===== src/rtl/game_score_timer_pkg.sv =====
// Shared types and constants for the whack-a-mole score/timer block.
// Holds the FSM state encoding, the BCD geometry and the integer-to-BCD helper.
package game_score_timer_pkg;

    localparam int unsigned BCD_DIGIT_W = 4;
    localparam int unsigned BCD_DIGITS  = 4;
    localparam int unsigned BCD_W       = BCD_DIGIT_W * BCD_DIGITS;

    localparam logic [BCD_W-1:0] BCD_MAX  = 16'h9999;
    localparam logic [BCD_W-1:0] BCD_ZERO = 16'h0000;
    localparam logic [BCD_W-1:0] BCD_ONE  = 16'h0001;

    typedef enum logic [1:0] {
        ST_IDLE = 2'd0,
        ST_RUN  = 2'd1,
        ST_OVER = 2'd2
    } state_t;

    // Used only on parameters, so it folds to a constant at elaboration.
    function automatic logic [BCD_W-1:0] int_to_bcd4(input int unsigned value);
        logic [BCD_W-1:0] bcd;
        int unsigned      rem;
        bcd = '0;
        rem = value;
        for (int unsigned i = 0; i < BCD_DIGITS; i++) begin
            bcd[i*BCD_DIGIT_W +: BCD_DIGIT_W] = BCD_DIGIT_W'(rem % 10);
            rem = rem / 10;
        end
        return bcd;
    endfunction

endpackage


===== src/rtl/game_score_timer_bcd_counter4.sv =====
// Four-digit packed-BCD register with load, increment and decrement.
// Increment saturates at 9999, decrement floors at 0000; inc and dec together hold.
module bcd_counter4
    import game_score_timer_pkg::*;
#(
    parameter logic [BCD_W-1:0] RESET_VAL = '0
) (
    input  logic             i_clock,
    input  logic             i_reset_n,
    input  logic             i_load,
    input  logic [BCD_W-1:0] i_load_val,
    input  logic             i_inc,
    input  logic             i_dec,
    output logic [BCD_W-1:0] o_value
);

    logic [BCD_W-1:0] r_value;
    logic [BCD_W-1:0] w_inc_val;
    logic [BCD_W-1:0] w_dec_val;
    logic             w_carry;
    logic             w_borrow;

    // Ripple carry/borrow through the digits, least significant first.
    always_comb begin
        w_inc_val = r_value;
        w_dec_val = r_value;
        w_carry   = 1'b1;
        w_borrow  = 1'b1;
        for (int unsigned i = 0; i < BCD_DIGITS; i++) begin
            if (w_carry) begin
                if (r_value[i*BCD_DIGIT_W +: BCD_DIGIT_W] == 4'd9) begin
                    w_inc_val[i*BCD_DIGIT_W +: BCD_DIGIT_W] = 4'd0;
                end else begin
                    w_inc_val[i*BCD_DIGIT_W +: BCD_DIGIT_W] =
                        r_value[i*BCD_DIGIT_W +: BCD_DIGIT_W] + 4'd1;
                    w_carry = 1'b0;
                end
            end
            if (w_borrow) begin
                if (r_value[i*BCD_DIGIT_W +: BCD_DIGIT_W] == 4'd0) begin
                    w_dec_val[i*BCD_DIGIT_W +: BCD_DIGIT_W] = 4'd9;
                end else begin
                    w_dec_val[i*BCD_DIGIT_W +: BCD_DIGIT_W] =
                        r_value[i*BCD_DIGIT_W +: BCD_DIGIT_W] - 4'd1;
                    w_borrow = 1'b0;
                end
            end
        end
    end

    always_ff @(posedge i_clock or negedge i_reset_n) begin
        if (!i_reset_n) begin
            r_value <= RESET_VAL;
        end else if (i_load) begin
            r_value <= i_load_val;
        end else if (i_inc && !i_dec && (r_value != BCD_MAX)) begin
            r_value <= w_inc_val;
        end else if (i_dec && !i_inc && (r_value != BCD_ZERO)) begin
            r_value <= w_dec_val;
        end
    end

    assign o_value = r_value;

endmodule


===== src/rtl/game_score_timer.sv =====
// Game FSM, one-second prescaler, BCD countdown timer and saturating score.
// Drives the packed {timer, score} BCD word for the display driver.
module game_score_timer
    import game_score_timer_pkg::*;
#(
    parameter int unsigned TICK_DIV     = 100000000,
    parameter int unsigned GAME_SECONDS = 60
) (
    input  logic        clock,
    input  logic        reset,
    input  logic        start,
    input  logic        hit,
    input  logic        miss,
    output logic [31:0] count,
    output logic        tick,
    output logic        game_active,
    output logic        game_over
);

    localparam logic [BCD_W-1:0] TIMER_INIT = int_to_bcd4(GAME_SECONDS);
    localparam int unsigned      PW         = $clog2(TICK_DIV);
    localparam logic [PW-1:0]    PRESC_LAST = PW'(TICK_DIV - 1);

    state_t           r_state;
    logic [PW-1:0]    r_presc;
    logic             r_tick;
    logic             r_active;
    logic             r_over;
    logic [BCD_W-1:0] w_timer;
    logic [BCD_W-1:0] w_score;
    logic             w_running;
    logic             w_start_game;
    logic             w_sec_edge;
    logic             w_last_sec;

    assign w_running    = (r_state == ST_RUN);
    assign w_start_game = start && !w_running;
    assign w_sec_edge   = w_running && (r_presc == PRESC_LAST);
    // Timer is at least 0001 while running, so 0001 on a second edge means it reaches zero.
    assign w_last_sec   = w_sec_edge && (w_timer == BCD_ONE);

    always_ff @(posedge clock or negedge reset) begin
        if (!reset) begin
            r_state  <= ST_IDLE;
            r_presc  <= '0;
            r_tick   <= 1'b0;
            r_active <= 1'b0;
            r_over   <= 1'b0;
        end else begin
            r_tick <= w_sec_edge;
            case (r_state)
                ST_IDLE, ST_OVER: begin
                    if (start) begin
                        r_state  <= ST_RUN;
                        r_presc  <= '0;
                        r_active <= 1'b1;
                        r_over   <= 1'b0;
                    end
                end
                ST_RUN: begin
                    r_presc <= w_sec_edge ? '0 : r_presc + 1'b1;
                    if (w_last_sec) begin
                        r_state  <= ST_OVER;
                        r_active <= 1'b0;
                        r_over   <= 1'b1;
                    end
                end
                default: begin
                    r_state  <= ST_IDLE;
                    r_presc  <= '0;
                    r_active <= 1'b0;
                    r_over   <= 1'b0;
                end
            endcase
        end
    end

    bcd_counter4 #(
        .RESET_VAL (BCD_ZERO)
    ) u_score (
        .i_clock    (clock),
        .i_reset_n  (reset),
        .i_load     (w_start_game),
        .i_load_val (BCD_ZERO),
        .i_inc      (hit && w_running),
        .i_dec      (miss && w_running),
        .o_value    (w_score)
    );

    bcd_counter4 #(
        .RESET_VAL (TIMER_INIT)
    ) u_timer (
        .i_clock    (clock),
        .i_reset_n  (reset),
        .i_load     (w_start_game),
        .i_load_val (TIMER_INIT),
        .i_inc      (1'b0),
        .i_dec      (w_sec_edge),
        .o_value    (w_timer)
    );

    assign count       = {w_timer, w_score};
    assign tick        = r_tick;
    assign game_active = r_active;
    assign game_over   = r_over;

endmodule


===== config.mk =====
export PLATFORM = sky130hd
export DESIGN_NAME = game_score_timer
export DESIGN_NICKNAME = d
export VERILOG_FILES = /design/src/rtl/game_score_timer_pkg.sv /design/src/rtl/game_score_timer_bcd_counter4.sv /design/src/rtl/game_score_timer.sv
export SDC_FILE = /design/constraint.sdc
export NUM_CORES = 1
export LEC_CHECK = 0
export BUFFER_PORTS_ARGS = -buffer_cell sky130_fd_sc_hd__clkbuf_2
export CAP_MARGIN = 20
export CORE_MARGIN = 2
export CORE_UTILIZATION = 40
export CTS_BUF_LIST = sky130_fd_sc_hd__clkbuf_2
export CTS_CLUSTER_SIZE = 14
export DETAILED_ROUTE_END_ITERATION = 10
export SETUP_SLACK_MARGIN = 0.3
export SKIP_CTS_REPAIR_TIMING = 1
export SLEW_MARGIN = 0
export SYNTH_ARGS = -nofsm -noshare
export SYNTH_HDL_FRONTEND = slang
export SYNTH_SLANG_ARGS = --single-unit

===== constraint.sdc =====
create_clock -name clock -period 4.25 [get_ports clock]
set_input_delay 0.2125 -clock clock [delete_from_list [all_inputs] [get_ports clock]]
set_output_delay 0.2125 -clock clock [all_outputs]
set_load 0.02 [all_outputs]

Yosys cells after proc, flatten, opt, wreduce, memory -nomap -nowiden
Index checks and enable logic that the tools add are counted.
Widths: inputs -> output; s select.
Storage, ports and cells
  register bits: 64
  bits of input ports: 5
  output and inout bits: 35
  word-level logic and storage cells: 133
Cells by class
  add/sub/neg operators: 13
  equal/unequal tests: 14
  muxes and demuxes: 53
  reductions and logical operators: 40
Operators by type and width (number)
  $mux 4: 21
  $mux 16: 5
  $mux 27: 2
  $pmux 27 s2: 1
  $logic_not 4->1: 8
  $reduce_bool 16->1: 2
  $sub 4x1->4 const B: 8
  $add 27x1->27 const B: 1
  $eq 27x27->1 const B: 1
  $mux 1: 19
  $add 4x1->4 const B: 4
  $eq 16x1->1 const B: 1
  $eq 4x4->1 const B: 4
  $ne 16x16->1 const B: 1
  $reduce_bool 3->1: 4
  $logic_and 1x1->1: 10
  $ne 3x2->1 const B: 3
  $reduce_and 3->1: 3
  $reduce_and 2->1: 4
  $reduce_bool 2->1: 4
  $mux 2: 2
  $pmux 1 s2: 2
  $pmux 2 s2: 1
  $logic_not 1->1: 3
  other kinds (6): 6

Longest topological paths before layout
Gate-level depths: netlist (run 1).
  word-level depth: 8
  gate-level depth with buffers: 8
  gate-level depth less buffers: 7

Modules after synthesis
Synthesis (run 1) repeated with hierarchy kept, for this count alone.
Second synthesis, totals
  cells, all modules: 601
  area total of the unflattened synthesis: 4922.2 µm²
Modules (own cells, without submodules)
  game_score_timer: instances 1, cells an instance 197, area an instance 1766.7 µm², seq. area each 775.7 µm²
  bcd_counter4 (u_timer): instances 1, cells an instance 202, area an instance 1579.0 µm², seq. area each 402.9 µm²
  bcd_counter4 (u_score): instances 1, cells an instance 202, area an instance 1576.5 µm², seq. area each 400.4 µm²

Worst setup path after synthesis (run 1)
OpenSTA, ideal clock, no wires.
  path kind: register to register
  start point: register r_presc[10]
  end point: register r_presc[0]
  library setup time: 0.125 ns
  data arrival time: 2.132 ns
  data required time: 4.125 ns
  slack: 1.993 ns
  stages on the path, launching flop included: 7
  path buffers: 2
  period minus slack after synthesis: 2.257 ns
  path through: dfrtp_1 -> or4_4 -> nor4_4 -> a31oi_1 -> clkbuf_1 -> buf_2 -> mux2_2
Between the ends
  cells in the longest elaborated chain, start to end: 4
RTL lines
  from (decl): RTL line game_score_timer.sv:25  | logic [PW-1:0] r_presc;
  from (signal assigned): RTL line game_score_timer.sv:61  | r_presc <= w_sec_edge ? '0 : r_presc + 1'b1;
  $eq 27x27->1: RTL line game_score_timer.sv:38  | assign w_sec_edge = w_running && (r_presc == PRESC_LAST);
  $logic_and 1x1->1: RTL line game_score_timer.sv:38
  $mux 27: RTL line game_score_timer.sv:61
  $pmux 27 s2: RTL line game_score_timer.sv:51  | case (r_state)
No other way between the ends.
A chain may end at the register's enable or synchronous reset.

Worst setup path in the final report (run 1)
  start point: register u_timer.r_value[0] (netlist: u_timer.o_value[0])
  end point: register u_timer.r_value[9] (netlist: u_timer.o_value[9])
Between the ends
  cells in the longest elaborated chain, start to end: 5
  elaborated cells between the ends (all ways): 8
  classes of those cells: mux: 2; reduce/logical: 6
RTL lines
  from (decl): RTL line game_score_timer_bcd_counter4.sv:17  | logic [BCD_W-1:0] r_value;
  from (signal assigned): RTL line game_score_timer_bcd_counter4.sv:55  | r_value <= i_load_val;
  from (signal assigned): RTL line game_score_timer_bcd_counter4.sv:57  | r_value <= w_inc_val;
  from (signal assigned): RTL line game_score_timer_bcd_counter4.sv:59  | r_value <= w_dec_val;
  $logic_not 4->1: RTL line game_score_timer_bcd_counter4.sv:40  | if (r_value[i*BCD_DIGIT_W +: BCD_DIGIT_W] == 4'd0) begin
  $mux 1: RTL line game_score_timer_bcd_counter4.sv:40
  $mux 1: RTL line game_score_timer_bcd_counter4.sv:39  | if (w_borrow) begin
  $reduce_bool 2->1 (no line)
  $reduce_and 2->1 (no line) (*)
Mark *: on every way between the ends. The rest lies on a longest branch, timed or not.

==> results by stage, run 1 <==
Routing:
- The remaining antenna violation count after routing is 0.
- The number of detailed-routing iterations run before antenna repair is 4.
- The first routing iteration left 226 violations.
- The routed layout has 3,825 vias.
- Dividing the detail-routed via count by the number of cells gives 5.831.
- The residual DRC count is 0.
- Dividing the detail-routed wire length by the instance count gives around 16 um.
- The total routed wirelength is 10.26 mm.

STA:
- Setup repair after global routing left no endpoint under its margin.
- The highest clock frequency the design can meet is 376.3 MHz.
- The minimum clock period after layout is 2.657 ns.
- The number of hold violations in the final report is 0.
- The relative slew slack is 0.3228.
- The period utilization is 0.6252.
- After routing, the total negative slack on setup checks comes to 0 ns.
- Setup violations remaining at the end of the flow were counted as 0.
- The clock arrives with 0.03056 ns of skew.
- The total count of max-transition violations in the final report is 0.
- At the pin with the least slew margin, the transition time is 1.006 ns.

Worst setup path:
- Of all nets on the critical path, the largest fanout is 7.
- By startpoint and endpoint, the worst setup path is classified as flip-flop to flip-flop.
- The critical path launch point type is a flip-flop.
- STA puts the critical path data required time at around 4.6 ns.
- The data arrival time at the worst-slack endpoint is 3.04 ns.
- The category of the worst setup path capture point is a flip-flop.

Pwr:
- The power per unit of standard cell area is 473.3 mW/mm2.
- For this design the static power due to leakage is 1.892 nW.
- The worst voltage drop across the vdd grid is 0.0002517 V.

Cells and area:
- In the final layout, the share of cells above drive strength 1 is 0.1596.
- The number of antenna diodes in the final layout is 0.
- The design area is between 0.004 and 0.005 mm2.
- The area growth from synthesis to layout is 10.28%.
- At the end of the flow, the number of nets in the layout was 527.

Floorplanning:
- The area of the placeable core is 0.01018 mm2.
- The floorplan die area is 0.01118 mm2.
- The initial cell density of the core is 0.4064.
- The overall die height is 105.7 um.
- 40 I/O pins were placed.
- The floorplan step set the die width to 105.7 um.
- After floorplanning, the core was divided into 37 placement rows.

Clock network:
- The clock passes through at most 2 buffers.
- The worst-skew pair later-pin latency is 0.52 ns.
- Clock tree synthesis inserted a total of 9 buffers.
- The clock-pin slew reported for the worst setup and hold paths after clock tree synthesis is 0.19 ns.
- The CTS tree is done.
- The clock tree synthesis step divided the H-tree into 3 levels.
- The root buffer selected by CTS is clkbuf_2.
- The number of sinks on the clock net is 63.

GRT:
- For this run, global-route usage on met2 was measured as 0.3060.
- Entering global routing, the biggest net connects 40 pins.
- The aggregate global routing overflow is 0.
- The global routing stage identified its most utilized layer as met2.
- The global-route usage over all layers is 0.1951.
- The global-route wire length before repair is 17.61 mm.
- The global-route met1 utilization is 0.2720.
- The number of antenna violations at the first check in global routing is 0.
- The fraction of met3 tracks used by global routing is 0.03772.
- The via count of the first global-routing pass is approximately 3,600.

Run status:
- The flow ran to the end, and the final reports show no timing, DRC or antenna violations.

Synthesis:
- After synthesis, the cell types taking the most area are dfrtp_1, nand2_1, nor2_1.
- The largest total area in the synthesized netlist belongs to dfrtp_1.
- After synthesis, the most frequently instantiated cells are dfrtp_1, nand2_1, nor2_1.
- The number of enable flip-flop cells after synthesis is 0.
- The cell area that synthesis handed to floorplanning was 0.004139 mm2.
- The number of nets handed over by synthesis was 499.
- The most repeated cell in the gate-level netlist after synthesis is dfrtp_1.
- The count of cell types in the netlist is 74.
- The most used flip-flop cell after synthesis is dfrtp_1.
- Counting flops with an async set or reset pin after synthesis yields a share of 1.000.
- The share of synthesized area in the top cell type comes to 0.3688.
- During synthesis, Yosys emitted a total of 0 warnings.
- Synthesis inferred 63 register bits.
- The mean cell area of the mapped netlist is 8.481 um2.
- The instance count of the mapped netlist is around 490.
- The proportion of synthesized chip area in sequential cells is 0.3815.

Placed design:
- The placed cell area is between 0.004 and 0.005 mm2.
- The number of I/O port buffers is 39.
- The final estimated routing congestion in global placement is 0.8700.
- After legalization and detailed placement, the total HPWL measured between 7 and 8 mm.

Flow run:
- Across the run, the number of max-cap violations was 0.

Worst hold path:
- The tightest min-delay check is of the primary input to flip-flop type.
logic make-up after synthesis:
logic type | synth area share
adder cells (fa/ha/maj) | 0.01814
buffers and inverters | 0.04111
AO/OA/AOI/OAI | 0.1950
XOR/XNOR | 0.03174
flip-flops | 0.3815
multiplexers | 0.02781
AND/OR/NAND/NOR | 0.3047
metal layers:
metal,wire [um],share of wire
met5,0,0
met4,134,0.013
met3,447,0.044
met2,4723,0.46
met1,4958,0.48
layout make-up:
type | instances | area (um2)
Inverter | 16 | 60.06
Clock buffer | 10 | 50.05
Sequential cell | 63 | 1579
Timing Repair Buffer | 45 | 242.7
Clock inverter | 5 | 51.30
Tap cell | 136 | 170.2
Fill cell | 1033 | 5620
Multi-Input combinational cell | 381 | 2411
critical path: stages (launching register included):
cell       delay (ns)
dfrtp_1          0.49
inv_1            0.09
ha_1             0.23
nor3b_1          0.44
o2111ai_1        0.21
nor4_1           0.75
mux2i_1          0.27
nor2_1           0.05
power by group:
| part | switching, mW | internal [mW] |
|---|---|---|
| combinational | 0.416 | 0.354 |
| sequential | 0.300 | 0.735 |
| clock | 0.225 | 0.131 |
stage by stage:
| step | utilization | hold WS, ns | setup slack (ns) | total power [mW] | std cells |
|---|---|---|---|---|---|
| 4_1_cts | 0.4472 | -0.3686 | 1.634 | 2.177 | 655 |
| 3_5_place_dp | 0.4372 | 0.2432 | 1.704 | 1.812 | 640 |
| 3_3_place_gp | 0.4372 | 0.2405 | 1.742 | 1.796 | 640 |
| 2_1_floorplan | - | -0.08309 | 1.993 | 1.594 | 488 |
| 5_1_grt | 0.4482 | 0.03948 | 1.324 | 2.332 | 656 |
| 6_report | 0.4482 | 0.03852 | 1.593 | 2.160 | 656 |
layout by cell type, fill, tap and decap left out, types with 5 or more instances in the layout:
cell type / n
a211oi_1: 5
nand2_1: 43
inv_1: 16
nor4bb_1: 5
mux2i_1: 7
and2_1: 7
xnor2_1: 9
nor3_1: 20
o21ai_0: 19
nand2b_1: 8
clkbuf_2: 48
or3_1: 9
a31oi_1: 19
dfrtp_1: 61
ha_1: 6
nor2_1: 43
and3_1: 7
buf_4: 5
a21oi_1: 31
nand3_1: 20
nand4_1: 21
xor2_1: 6
nor4_1: 10
flip-flops by register name, indices dropped and copies added (netlist names):
register         cells
tick                 1
u_timer.o_value     16
r_state              2
r_presc             27
game_active          1
u_score.o_value     16
worst paths after layout:
kind / slack (ns) / cells after the start / startpoint / end
max: 1.59 / 7 / u_timer.o_value[0] / u_timer.o_value[9]
min: 0.04 / 2 / start / r_state[0]
max reg2reg: 1.59 / 7 / u_timer.o_value[0] / u_timer.o_value[9]
min reg2reg: 0.55 / 1 / r_presc[4] / r_presc[4]
max in group asynchronous: 3.07 / 3 / reset / r_presc[5]
min in group asynchronous: 0.20 / 2 / reset / u_timer.o_value[14]
No activity file was read; power rests on OpenSTA's default activity.
==> run 2: changes to the inputs <==
==> constraint.sdc (replaced) <==
create_clock -name clock -period 2.4 [get_ports clock]
set_input_delay 0.12 -clock clock [delete_from_list [all_inputs] [get_ports clock]]
set_output_delay 0.12 -clock clock [all_outputs]
set_load 0.02 [all_outputs]
==> results by stage, run 2 (synthesized netlist as in run 1, its figures left out) <==
Pwr:
- The reported net switching power is 1.782 mW (+89%).
- The fraction of power consumed by sequential logic came to 0.369 (-0.110).
- The fraction of power consumed by combinational cells was 0.462 (+0.106).
- The leakage power is 2.184 nW (+15%).
- The relative contribution of the clock network to total power is 0.169 (+0.004).
- The power per unit of standard cell area was 831.8 mW/mm2 (+76%).
- The share of total power consumed by net switching came to 0.4153 (-0.02020).
- The internal cell power is 2.510 mW (+110%).
- The total power is 4.292 mW (+99%).
- The worst voltage drop across the vdd grid came to 0.0005184 V (+110%).

Cells and area:
- Leaving out fill and tap cells, the most frequent cells in the layout are dfrtp_1, buf_4, clkbuf_2.
- The antenna diode count is 0 (unchanged).
- The share of final-layout standard cells stronger than drive strength 1 is 0.2845 (+0.1249).
- The share of the core filled with cells in the final layout is 0.5066 (+0.05848).
- The most frequent standard cell in the layout excluding fill and tap cells is dfrtp_1.
- The design area is 0.005160 mm2 (+13%).
- The final net count is 579 (+9.9%).
- The largest register by flop count is r_presc.
- The area growth from synthesis to layout is 24.67%.
- The number of flip-flops in the largest register is 27 (unchanged).

Clock network:
- The worst-skew pair later-pin latency was 0.50 ns (-0.02 ns).
- The number of sinks on the clock net is 63 (unchanged).
- The total CTS buffers is 9 (unchanged).
- The clock-pin slew reported for the worst setup and hold paths after clock tree synthesis is 0.19 ns (about the same).
- The maximum root-to-sink buffer count is 2 (unchanged).
- The total number of H-tree levels is 3 (unchanged).
- In this run the clock root is driven by a clkbuf_2.
- The CTS tree is done.

Floorplanning:
- The overall die height is 105.7 um (unchanged).
- The die width is 105.7 um (unchanged).
- The floorplan die area is 0.01118 mm2 (unchanged).
- The I/O pin count is 40 (unchanged).
- The area of the placeable core came to 0.01018 mm2 (unchanged).
- The initial cell density of the core is 0.4064 (unchanged).
- The placement row count is 37 (unchanged).

STA:
- The final count of negative-setup-slack endpoints is 0 (unchanged).
- The number of hold violations in the final report came to 0 (unchanged).
- The final worst-path setup slack is 0.05631 ns (-1.536 ns).
- The highest clock frequency the design can meet is 426.7 MHz (+13%).
- The actual slew at the worst max-slew pin came to 0.6482 ns (-0.3583 ns).
- Setup repair after global routing could not meet its margin everywhere.
- The period utilization is 0.9765 (+0.3513).
- The relative slew slack was 0.5655 (+0.2427).
- The total count of max-transition violations in the final report is 0 (unchanged).
- The minimum clock period after layout came to 2.344 ns (-0.3135 ns).
- The setup skew after layout is 0.02211 ns (-0.008447 ns).

Routing:
- The number of DRC violations after detailed-routing iteration 0 was 220 (-2.7%).
- The number of detailed-routing iterations run before antenna repair is 5 (+1).
- The per-cell routed wire length is 16.12 um (+3.0%).
- The total routed wirelength is 11.43 mm (+11%).
- The residual DRC count is 0 (unchanged).
- The number of vias per cell after detailed routing is 5.769 (-1.1%).
- The remaining antenna violation count after routing is 0 (unchanged).
- The count of vias placed by the detailed router was 4,090 (+6.9%).

Worst hold path:
- In this run the worst hold path is classified as primary input to async pin.

Placed design:
- The placed cell area is 0.004865 mm2 (+9.2%).
- The pre-CTS worst setup slack is 0.05723 ns (-1.646 ns).
- The final estimated routing congestion in global placement is 0.8432 (-3.1%).
- The number of I/O port buffers is 39 (unchanged).
- The detailed placer's ending HPWL was 8.183 mm (+14%).

Worst setup path:
- The critical path goes through or4b_4, nor4_4, buf_4, nand3_2, or4_4, a21oi_2.
- The category of the worst setup path capture point is a flip-flop.
- The class of the most critical setup path is flip-flop to flip-flop.
- The cell family contributing the most delay on the critical path is simple AND/OR/NAND/NOR gates.
- The slowest cell on the critical path is or4b_4.
- The critical path launch point type is a flip-flop.
- The data arrival time at the worst-slack endpoint was 2.79 ns (-0.25 ns).
- The critical path required time is 2.85 ns (-1.79 ns).
- The number of buffers and inverters on the critical path is 1 (unchanged).
- The maximum cell stage delay along the critical path came to 0.56 ns (-0.19 ns).
- The maximum fanout count along the critical path is 4 (-3).

Run status:
- The run finished with clean final reports.

GRT:
- The global-route usage over all layers is 0.2081 (+0.01300).
- The number of antenna violations at the first check in global routing came to 0 (unchanged).
- The global-route wire length before repair is 18.84 mm (+7.0%).
- The aggregate global routing overflow is 0 (unchanged).
- The largest net degree at the start of global routing came to 24 (-40%).
- The via count of the first global-routing pass is 3,890 (+8.9%).

Flow run:
- The max-cap check violation count is 0 (unchanged).
[run 2: final cells by class]
cell class / instances / area (um2)
fill: 985 / 5025
multi-input combinational: 382 / 2582
sequential: 63 / 1582
timing repair buffer: 96 / 639.4
tap: 136 / 170.2
clock inverter: 6 / 76.32
inverter: 16 / 60.06
clock buffer: 10 / 50.05
[run 2: metrics by stage]
step	setup TNS (ns)	hold slack, ns	std cells
floorplan	0	-0.1756	488
detailed placement	0	0.1361	687
finish	0	0.1071	709
CTS	0	-0.4666	703
global route	-0.05934	0.07915	709
global placement	0	0.1304	687
[run 2: power groups by stage]
stage	sequential [mW]	clock, mW	combinational [mW]
CTS	1.57	0.755	1.94
global placement	1.58	0	1.89
global route	1.63	0.796	2.17
floorplan	1.75	0	1.12
finish	1.58	0.727	1.98
detailed placement	1.59	0	1.93
[run 2: final timing paths]
check / slack (ns) / to / startpoint / cells past startpoint
worst max-delay path: 0.06 / u_timer.o_value[10] / r_presc[17] / 6
worst min-delay path: 0.11 / u_score.o_value[6] / reset / 2
worst max register to register: 0.06 / u_timer.o_value[10] / r_presc[17] / 6
worst min register to register: 0.55 / r_presc[21] / r_presc[21] / 1
max in group asynchronous: 1.51 / u_timer.o_value[5] / reset / 3
min in group clock: 0.19 / u_score.o_value[1] / miss / 4
[run 2: layer usage]
metal / wire length [um] / track usage / share of wire
met1: 5319 / 0.2828 / 0.47
met4: 107 / 0.04699 / 0.0094
met3: 467 / 0.04762 / 0.041
met2: 5532 / 0.3382 / 0.48
met5: 0 / 0 / 0
==> run 3: changes to the inputs <==
--- a/config.mk
+++ b/config.mk
@@ -9,7 +9,6 @@
 export CAP_MARGIN = 20
 export CORE_MARGIN = 2
 export CORE_UTILIZATION = 40
-export CTS_BUF_LIST = sky130_fd_sc_hd__clkbuf_2
 export CTS_CLUSTER_SIZE = 14
 export DETAILED_ROUTE_END_ITERATION = 10
 export SETUP_SLACK_MARGIN = 0.3
==> results by stage, run 3 (synthesized netlist as in run 1, its figures left out) <==
Floorplanning:
- The overall die height is 105.7 um (unchanged).
- The I/O pin count is 40 (unchanged).
- The die width is 105.7 um (unchanged).
- The placement row count is 37 (unchanged).
- The area of the placeable core is 0.01018 mm2 (unchanged).
- The initial cell density of the core is 0.4064 (unchanged).
- The floorplan die area came to 0.01118 mm2 (unchanged).

Pwr:
- The worst voltage drop across the vdd grid is 0.0005138 V (-0.90%).
- The power per unit of standard cell area came to 883.4 mW/mm2 (+6.2%).
- The fraction of power consumed by combinational cells came to 0.425 (-0.037).
- The reported net switching power was 1.818 mW (+2.0%).
- The share of total power consumed by net switching was 0.3901 (-0.02519).
- The fraction of power consumed by sequential logic is 0.342 (-0.027).
- The relative contribution of the clock network to total power is 0.233 (+0.064).
- The leakage power is 2.227 nW (+2.0%).
- The internal cell power is 2.843 mW (+13%).

Cells and area:
- The share of final-layout standard cells stronger than drive strength 1 is 0.2960 (+0.01150).
- The final net count was 577 (-0.35%).
- The design area came to 0.005276 mm2 (+2.3%).
- The final cell count without fillers came to 707 (-0.28%).
- The area growth from synthesis to layout is 27.48%.
- The library cells used most frequently in the layout, excluding fill and tap cells, are dfrtp_1, buf_4, nand2_1.
- The largest register by flop count is r_presc.
- The number of flip-flops in the largest register is 27 (unchanged).
- The antenna diode count is 0 (unchanged).
- The library cell used most frequently in the layout, excluding fill and tap cells, is dfrtp_1.

STA:
- Setup repair after global routing could not meet its margin everywhere.
- The period utilization is 0.9654 (-0.01111).
- The actual slew at the worst max-slew pin is 0.6239 ns (-0.02432 ns).
- The final count of negative-setup-slack endpoints is 0 (unchanged).
- The highest clock frequency the design can meet is 431.6 MHz (+1.2%).
- The number of hold violations in the final report is 0 (unchanged).
- The minimum clock period after layout is 2.317 ns (-0.02667 ns).
- The relative slew slack is 0.5818 (+0.01630).
- The total count of max-transition violations in the final report is 0 (unchanged).
- The setup skew after layout is 0.008549 ns (-0.01356 ns).

Worst setup path:
- The termination of the worst setup path is u_timer.o_value[10].
- The count of cells along the worst register-to-register path is 6 (unchanged).
- The slowest cell on the critical path is or4b_4.
- The data arrival time at the worst-slack endpoint was 2.60 ns (-0.19 ns).
- The critical path required time is 2.69 ns (-0.16 ns).
- The number of buffers and inverters on the critical path is 1 (unchanged).
- The start point of the critical path is r_presc[17].
- The maximum cell stage delay along the critical path is 0.56 ns (about the same).
- The cell class contributing the biggest share of worst-path delay is simple AND/OR/NAND/NOR gates.
- The endpoint of the most critical register-to-register path is u_timer.o_value[10].
- The maximum fanout count along the critical path was 4 (unchanged).
- The critical path launch point type is a flip-flop.
- Traced cell by cell, the critical path runs through or4b_4, nor4_4, buf_4, nand3_2, or4_4, a21oi_2.
- The category of the worst setup path capture point is a flip-flop.
- The class of the most critical setup path is flip-flop to flip-flop.
- The worst register-to-register path begins at r_presc[17].
- The critical path depth was 6 (unchanged).
- The setup slack of the most critical reg-to-reg path came to 0.08 ns (+0.03 ns).

GRT:
- The via count of the first global-routing pass was 3,884 (-0.15%).
- The number of antenna violations at the first check in global routing is 0 (unchanged).
- The largest net degree at the start of global routing is 24 (unchanged).
- The aggregate global routing overflow was 0 (unchanged).
- The global-route wire length before repair is 18.90 mm (+0.30%).
- The global-route usage over all layers was 0.2101 (+0.001965).

Clock network:
- The clock-pin slew reported for the worst setup and hold paths after clock tree synthesis is 0.07 ns (-0.12 ns).
- TritonCTS built the clock tree.
- The cell sitting at the root of the clock tree is a clkbuf_8.
- The total CTS buffers is 9 (unchanged).
- The maximum root-to-sink buffer count came to 2 (unchanged).
- The number of sinks on the clock net came to 63 (unchanged).
- The worst-skew pair later-pin latency was 0.35 ns (-0.15 ns).
- The total number of H-tree levels is 3 (unchanged).

Routing:
- The number of DRC violations after detailed-routing iteration 0 is 203 (-7.7%).
- The count of vias placed by the detailed router is 4,098 (+0.20%).
- The number of vias per cell after detailed routing is 5.796 (+0.48%).
- The remaining antenna violation count after routing came to 0 (unchanged).
- The total routed wirelength is 11.47 mm (+0.36%).
- The per-cell routed wire length was 16.22 um (+0.64%).
- The highest layer touched by signal routing is met4.
- The number of detailed-routing iterations run before antenna repair was 4 (-1).
- The residual DRC count is 0 (unchanged).
- The met3 wirelength from detailed routing came to 436 um (-6.6%).
- The met2 wirelength from detailed routing is 5.556 mm (+0.43%).
- The detailed-route wire length on metal 1 is 5.317 mm (about the same).

Run status:
- The run finished with clean final reports.

Worst hold path:
- The path class of the lowest-slack min-delay path is primary input to flip-flop.

Placed design:
- The placed instance count is 687 (unchanged).
- The final estimated routing congestion in global placement is 0.8432 (unchanged).
- The detailed placer's ending HPWL is 8.183 mm (unchanged).
- The placed cell area was 0.004865 mm2 (unchanged).
- The number of I/O port buffers is 39 (unchanged).

Flow run:
- The max-cap check violation count is 0 (unchanged).
[run 3: through the flow]
step	hold slack, ns	setup TNS [ns]	util	setup slack, ns	total power, mW
2_1_floorplan	-0.1756	0	-	0.1538	2.868
3_3_place_gp	0.1304	0	0.4776	0.1388	3.468
3_5_place_dp	0.1361	0	0.4776	0.05723	3.520
4_1_cts	-0.2493	0	0.5006	0.02843	4.622
5_1_grt	0.1440	-0.1336	0.5181	-0.03660	4.977
6_report	0.1397	0	0.5181	0.08298	4.661
[run 3: cell type report]
cell class | instances | area [um2]
clock buffers | 13 | 168.9
well taps | 136 | 170.2
multi-input cells | 382 | 2609
clock inverters | 3 | 65.06
fillers | 963 | 4908
flip-flops and latches | 63 | 1582
repair buffers | 94 | 621.8
inverters | 16 | 60.06
[run 3: metal layers]
layer | GRT usage | vias to the layer above
li1 | - | 1982
met1 | 0.2848 | 2020
met2 | 0.3369 | 78
met3 | 0.04329 | 18
met4 | 0.06579 | 0
met5 | 0 | -
[run 3: power groups by stage]
stage	combinational [mW]	sequential, mW	clock, mW
floorplan	1.12	1.75	0
global placement	1.89	1.58	0
detailed placement	1.93	1.59	0
CTS	1.94	1.57	1.11
global route	2.17	1.64	1.17
finish	1.98	1.59	1.09
[run 3: worst min path at each step]
stage               startpoint                  to  depth (start not counted)
floorplan                reset         game_active                          0
global placement         reset  u_score.o_value[6]                          1
detailed placement       reset  u_score.o_value[6]                          1
CTS                      reset  u_score.o_value[6]                          1
global route             start          r_state[0]                          2
finish                   start          r_state[0]                          2
[run 3: worst register-to-register path: stages (launching register included)]
cell	delay (ns)
dfrtp_1	0.38
or4b_4	0.56
nor4_4	0.40
buf_4	0.20
nand3_2	0.07
or4_4	0.50
a21oi_2	0.14
